===== config.mk =====
export PLATFORM = sky130hd
export DESIGN_NAME = fir_filter_mac
export DESIGN_NICKNAME = d
export VERILOG_FILES = /design/src/rtl/fir_filter_mac.sv
export SDC_FILE = /design/constraint.sdc
export NUM_CORES = 1
export LEC_CHECK = 0
export ABC_CLOCK_PERIOD_IN_PS = 5400
export BUFFER_PORTS_ARGS = -buffer_cell sky130_fd_sc_hd__buf_2
export CAP_MARGIN = 20
export CELL_PAD_IN_SITES_DETAIL_PLACEMENT = 2
export CELL_PAD_IN_SITES_GLOBAL_PLACEMENT = 2
export CORE_ASPECT_RATIO = 1.4
export CORE_MARGIN = 5
export CORE_UTILIZATION = 38
export CTS_CLUSTER_DIAMETER = 30
export DETAILED_ROUTE_END_ITERATION = 6
export MAX_ROUTING_LAYER = met4
export PLACE_DENSITY = 0.84
export SETUP_SLACK_MARGIN = 0.05
export SYNTH_ARGS = -nofsm -noshare
export SYNTH_HDL_FRONTEND = slang
export SYNTH_SLANG_ARGS = --single-unit

===== constraint.sdc =====
create_clock -name clk -period 5.4 [get_ports clk]
set_input_delay 0.27 -clock clk [delete_from_list [all_inputs] [get_ports clk]]
set_output_delay 0.27 -clock clk [all_outputs]
set_load 0.02 [all_outputs]

===== src/rtl/fir_filter_mac.sv =====
// fir_filter_mac: TAPS-tap FIR filter built around one time-multiplexed multiply-accumulate unit.
module fir_filter_mac #(
  parameter int DATA_W = 8,
  parameter int COEF_W = 8,
  parameter int TAPS   = 8,
  parameter int OUT_W  = DATA_W + COEF_W + $clog2(TAPS),
  parameter int AW     = $clog2(TAPS)
) (
  input  logic                     clk,
  input  logic                     rst,
  input  logic                     in_valid,
  output logic                     in_ready,
  input  logic signed [DATA_W-1:0] in_data,
  input  logic                     coef_we,
  input  logic [AW-1:0]            coef_addr,
  input  logic signed [COEF_W-1:0] coef_data,
  output logic                     out_valid,
  input  logic                     out_ready,
  output logic signed [OUT_W-1:0]  out_data,
  output logic                     busy
);
  localparam int KW = $clog2(TAPS);
  localparam int PW = DATA_W + COEF_W;
  typedef enum logic [1:0] {IDLE, MAC, OUT} state_t;
  state_t state, state_d;
  logic [KW-1:0] k;
  logic signed [OUT_W-1:0] acc, sum;
  logic signed [PW-1:0] prod;
  logic signed [DATA_W-1:0] x [TAPS];
  logic signed [COEF_W-1:0] h [TAPS];
  logic accept, last, done, coef_ok;
  assign in_ready  = state == IDLE && !rst;
  assign out_valid = state == OUT;
  assign busy      = state != IDLE;
  assign accept    = in_valid && in_ready;
  assign last      = state == MAC && k == KW'(TAPS - 1);
  assign done      = out_valid && out_ready;
  // Widened compare so addresses beyond TAPS are rejected even when AW exceeds the tap count width.
  assign coef_ok   = coef_we && state == IDLE && {1'b0, coef_addr} < (AW + 1)'(TAPS);
  assign prod      = PW'(h[k]) * PW'(x[k]);
  assign sum       = acc + OUT_W'(prod);
  always_comb begin
    state_d = state;
    if (state == IDLE && accept) state_d = MAC;
    else if (last) state_d = OUT;
    else if (done) state_d = IDLE;
  end
  always_ff @(posedge clk or posedge rst)
    if (rst) state <= IDLE;
    else state <= state_d;
  always_ff @(posedge clk or posedge rst) begin
    if (rst) begin
      k        <= '0;
      acc      <= '0;
      out_data <= '0;
      for (int i = 0; i < TAPS; i++) begin
        x[i] <= '0;
        h[i] <= COEF_W'(i == 0);
      end
    end else begin
      if (accept) begin
        x[0] <= in_data;
        for (int i = 1; i < TAPS; i++) x[i] <= x[i-1];
        k   <= '0;
        acc <= '0;
      end else if (state == MAC) begin
        acc <= sum;
        k   <= k + 1'b1;
        if (last) out_data <= sum;
      end
      for (int i = 0; i < TAPS; i++)
        if (coef_ok && coef_addr == AW'(i)) h[i] <= coef_data;
    end
  end
endmodule


* Word level (Yosys, flattened, before mapping)
Cells that the tools add are included. W data, S select, Z words.
Storage, ports and cells: register bits 171, bits in latches 0, memory bits (writable) 0, memory bits (read-only) 0, input port bits 24, output and inout bits 22, word-level logic and storage cells 70, memories kept 0
Cells by class: add/sub/neg operators 2, $mul 1, div/mod/pow operators 0, magnitude comparators 1, equal/unequal tests 10, shifts and indexed selects 0, mux-type cells 13, bitwise gates (word level) 2, reductions and logical operators 21
Operators by type and width (count):
- $bmux W8 S3 | 2
- $mux W19 | 2
- $mux W8 | 4
- $add A19 B16 Y19 | 1
- $mul A8 B8 Y16 | 1
- $eq A3 B3 Y1 const B | 5
- $logic_and A1 B1 Y1 | 14
- $eq A3 B2 Y1 const B | 2
- $mux W2 | 3
- $mux W3 | 2
- $ge A4 B4 Y1 const B | 1
- $not A3 Y4 | 1
- $reduce_bool A2 Y1 | 2
- $add A3 B1 Y3 const B | 1
- $eq A3 B1 Y1 const B | 1
- $logic_not A3 Y1 | 1
- $reduce_and A3 Y1 | 1
- $reduce_bool A3 Y1 | 1
- $eq A2 B1 Y1 const B | 1
- $eq A2 B2 Y1 const B | 1
- $logic_not A2 Y1 | 1
- $logic_not A1 Y1 | 1
- $not A1 Y1 | 1

* Logic depth before layout (Yosys ltp)
depth after elaboration 8, depth in mapped cells 23, gate-level depth less buffers 21

* Worst setup path after synthesis
No wires, ideal clock.
kind register to register, from register k[0], to register acc[16], library setup time 0.131 ns, arrival time 5.666 ns, required time 5.269 ns, slack -0.397 ns, stages on the path, launching flop included 21, path buffers 2, period minus slack after synthesis 5.797 ns, cells stage by stage dfrtp_1 -> buf_6 -> buf_6 -> mux4_2 -> mux2_4 -> clkinv_2 -> nor2_2 -> inv_2 -> fa_1 -> inv_1 -> fa_1 -> fa_1 -> fa_1 -> fa_1 -> ha_1 -> a21o_1 -> a21oi_2 -> a21oi_1 -> a2111oi_2 -> xor2_1 -> o21ai_1
Between the ends: cells in the longest elaborated chain, start to end 8, elaborated cells on any way between the ends 11, those cells by class 1 x add/sub; 1 x mul; 8 x mux; 1 x bitwise
RTL lines:
- start, declared | line 26 | logic [KW-1:0] k;
- start signal, assigned | line 68 | k <= k + 1'b1;
- $not A3 Y4 (implied by the code) * | line 40 | assign prod = PW'(h[k]) * PW'(x[k]);
- $bmux W8 S3 | line 40
- $mux W8 (implied by the code) (2 in series) | line 40
- $mul A8 B8 Y16 * | line 40
- $add A19 B16 Y19 * | line 41 | assign sum = acc + OUT_W'(prod);
- $mux W19 * | line 66 | end else if (state == MAC) begin
- $mux W19 * | line 61 | if (accept) begin
- end signal, assigned | line 67 | acc <= sum;
- end, declared | line 27 | logic signed [OUT_W-1:0] acc, sum;
Mark *: on every way between the ends. The rest lies on a longest branch, timed or not. The select of a mux whose other input is x is not followed. A chain may end at the register's enable or synchronous reset.

* Worst setup path in the final report
Same ends and word-level chain as after synthesis.

==> impl_metrics.csv <==
group,metric,value,unit
worst_setup_path,rr_worst_depth,19,
worst_setup_path,cp.arrival,6520,ps
clock_tree,cts_made_buffers,17,
worst_setup_path,cp_slowest_cell,"fa_1",
routing,drt_pass1_iterations,5,
floorplan,core,28400,sq um
yosys,synth_compound_gate_area_share,3.92,%
worst_setup_path,path_class,"register to register",
placement,dp_worst_setup_slack,-579,ps
worst_setup_path,timing.rr.end,"acc[16]",
worst_setup_path,path_cells,"buf_12 -> mux4_2 -> mux2_4 -> clkinv_4 -> nor2_4 -> buf_4 -> fa_1 -> fa_1 -> fa_1 -> fa_1 -> ha_1 -> ha_4 -> buf_4 -> a21o_1 -> a21oi_4 -> a21oi_4 -> a2111oi_4 -> xor2_2 -> o21ai_2",
layout,areaGrowthSynthToFinish,28.5,%
yosys,synth_cells,990,
worst_hold_path,hp-start,"in_data[1]",
yosys,syn_avg_cell_area,11.0,sq um
yosys,ys_seq_area_share,39.1,%
floorplan,die_area,32300,sq um
grt,grt_util_all_layers,27.9,%
clock_tree,cts_buffer_depth,2,
sta,rsz0062_at_grt,"yes",
routing,routedWlPerCell,31.2,um
floorplan,die_h,211,um
worst_setup_path,startpoint_type,"register",
yosys,synth_fa_ha_area_share,20.6,%
grt,gr-total-overflow,0,
sta,tightest_slew,958,ps
worst_setup_path,required,5730,ps
yosys,synth_warnings,0,
grt,antenna_found_initial,1,
routing,drcViolationCount,0,
sta,finalClockSkew,16.7,ps
power,vdd_drop_max,0.000190,V
layout,fillCellCount,2787,
run_status,status,"finished with violations",
sta,slew_headroom,36.1,%
yosys,netlist_top_cells_area,"dfrtp_1, fa_1, nand2_1",
run_status,failed_checks,"negative setup slack",
worst_setup_path,worstPathMaxFanout,7,
floorplan,start_util,38.5,%
clock_tree,cts-root-buf,"clkbuf_16",
sta,fin_crit_sh,114,%
yosys,synth_cell_types,48,
layout,multi_input_area,6730,sq um
yosys,yosys.area_share.simple,12.5,%
sta,setup_violations,24,
grt,grt_pass1_wl,65100,um
yosys,synth_nets,1144,
placement,place_area,12300,sq um
layout,finalInstanceArea,14000,sq um
routing,via_count,8800,
layout,final_cell_mix,"nand2_1, dfrtp_1, buf_4",
yosys,ys_async_sr_fraction,100,%
sta,setup_ws,-780,ps
floorplan,fp.dieW,153,um
layout,drive_gt1_share,38.5,%
layout,finalNonFillerCells,1542,
floorplan,boundaryPins,46,
worst_hold_path,whs_path_depth,3,
placement,portBuffers,45,
yosys,synth_top_cell_by_area,"dfrtp_1",
layout,final_common_cell,"nand2_1",
floorplan,rows,73,
worst_setup_path,cpMostUsedCell,"fa_1",
clock_tree,h-tree-depth,4,
placement,gp_congestion,0.910,
layout,ff_latch_area,4280,sq um
layout,nets,1307,
sta,hold_viol,0,
yosys,synth_top_family_by_area,"adder cells",
power,p_per_area,191,nW/um^2
sta,max_freq,162,MHz
power,leakage,7.01,nW
routing,drt_iter0_markers,623,
placement,dp.cells,1466,
yosys,yosysTopAreaCellShare,38.9,%
worst_setup_path,cp_slowest_stage_delay,590,ps
yosys,synth_ff_type,"dfrtp_1",
job,maxCapViolCount,0,
yosys,ys_ff_latch,171,
yosys,synth_edf_count,0,
sta,fin_crit,6180,ps
clock_tree,cts_sinks,171,
worst_setup_path,r2r_setup_slack,-780,ps
yosys,synthMuxAreaShare,16.8,%
placement,place_hpwl,26700,um
grt,grt_max_degree,105,
clock_tree,clkTransAtPathRegs,80,ps
sta,slew_violations,0,
worst_setup_path,critPathCaptureType,"register",
yosys,synth_xor_area_share,1.60,%
worst_hold_path,hold_path_end,"x[57]",
routing,ant_nets,0,
worst_hold_path,hold_class,"input pin to register",
routing,via_per_inst,5.71,
grt,grt_pass1_vias,10134,
yosys,syn_area,10900,sq um
routing,totalWireLength,48100,um
clock_tree,clk-insertion-delay-late,470,ps
clock_tree,cts_tree,"done",
worst_setup_path,reg2reg_from,"k[0]",
==> state kept, by name, summed over array words and instances, names as in the netlist <==
signal    count
h            64
k             3
x            64
acc          19
state         2
out_data     19
==> final cells by class <==
class                      count  area share (%)
timing repair buffer         184            11.0
clock inverter                13            1.18
multi-input combinational    675            47.9
sequential                   171            30.5
clock buffer                  19            3.15
antenna                        1          0.0178
tap                          375            3.34
inverter                     104            2.87
==> synthesized netlist by cell type, types with 2 or more instances <==
cell and number:
dfrtp_1 170, mux4_2 32, mux2_2 70, clkbuf_1 27, buf_2 8, o21ai_1 4, xnor2_1 15, inv_1 93
nand2b_1 4, inv_2 10, and3_1 4, xor2_1 5, nand3_1 18, fa_1 84, nor2_1 50, buf_6 5
a21o_1 3, nor2b_1 7, or2_1 4, nor3_1 5, ha_1 46, a21boi_0 2, o21ai_0 31, mux2i_4 13
o31ai_1 7, a21oi_1 8, nand2_1 242, o21a_1 3
==> what timing repair did <==
action | 4_1_cts | 5_1_grt
hold endpoints to repair | 6 | 46
buffers inserted | 12 | 22
pin swaps | 19 | 60
setup endpoints to repair | 24 | 26
resized for setup | 66 | 90
hold buffers | 6 | 1
gates cloned | 1 | 0
==> power by group <==
group / total, mW / switching [mW] / internal [mW] / leakage (nW)
registers: 1.28 / 0 / 1.28 / 2.26
clock network: 1.35 / 0.608 / 0.746 / 0.296
logic: 0.0521 / 0.0391 / 0.0130 / 4.45
==> worst max-delay path by stage <==
stage | startpoint | end | slack, ps | depth (start not counted)
after CTS | k[0] | acc[18] | -400 | 20
after global placement | k[0] | out_data[16] | -310 | 19
after floorplan | k[0] | out_data[18] | 30 | 19
after global routing | k[0] | out_data[16] | -830 | 19
after detailed placement | k[0] | acc[16] | -580 | 20
final | k[0] | acc[16] | -780 | 19
==> critical path, delay by kind of cell (launching register included) <==
kind                       cells  cell delay, ps
adders and majority gates      6            2690
AOI/OAI and AO/OA              5            1000
muxes                          2             900
buffers and inverters          4             580
DFF                            1             530
xor gates and xnor gates       1             250
and+or+nand+nor                1              80
==> metal layers <==
metal	track usage [%]	share of wire, %	routed length, um
met4	17.7	7.8	3760
met5	-	0	0
met1	27.9	34	16400
met2	50.1	54	26100
met3	4.88	3.9	1880
==> cells by family (layout without fill, tap and decap cells) <==
logic type | Yosys count | after routing
AO/OA/AOI/OAI | 68 | 68
XOR/XNOR | 20 | 20
adder cells (fa/ha/maj) | 130 | 130
buffers and inverters | 144 | 320
flip-flops | 171 | 171
multiplexers | 118 | 118
other | 0 | 1
AND/OR/NAND/NOR | 339 | 339
==> per-stage QoR <==
stage               power (mW)  utilization [%]  TNS (ps)  hold WS (ps)
floorplan                 1.33                -         0           366
global placement          1.35             43.4     -4150           452
detailed placement        1.35             43.4     -9480           463
CTS                       2.69             47.4     -6110          5.52
global route              2.76             49.5    -14670          18.6
finish                    2.69             49.5    -12660          36.2
Power figures use the tool's default switching activity.
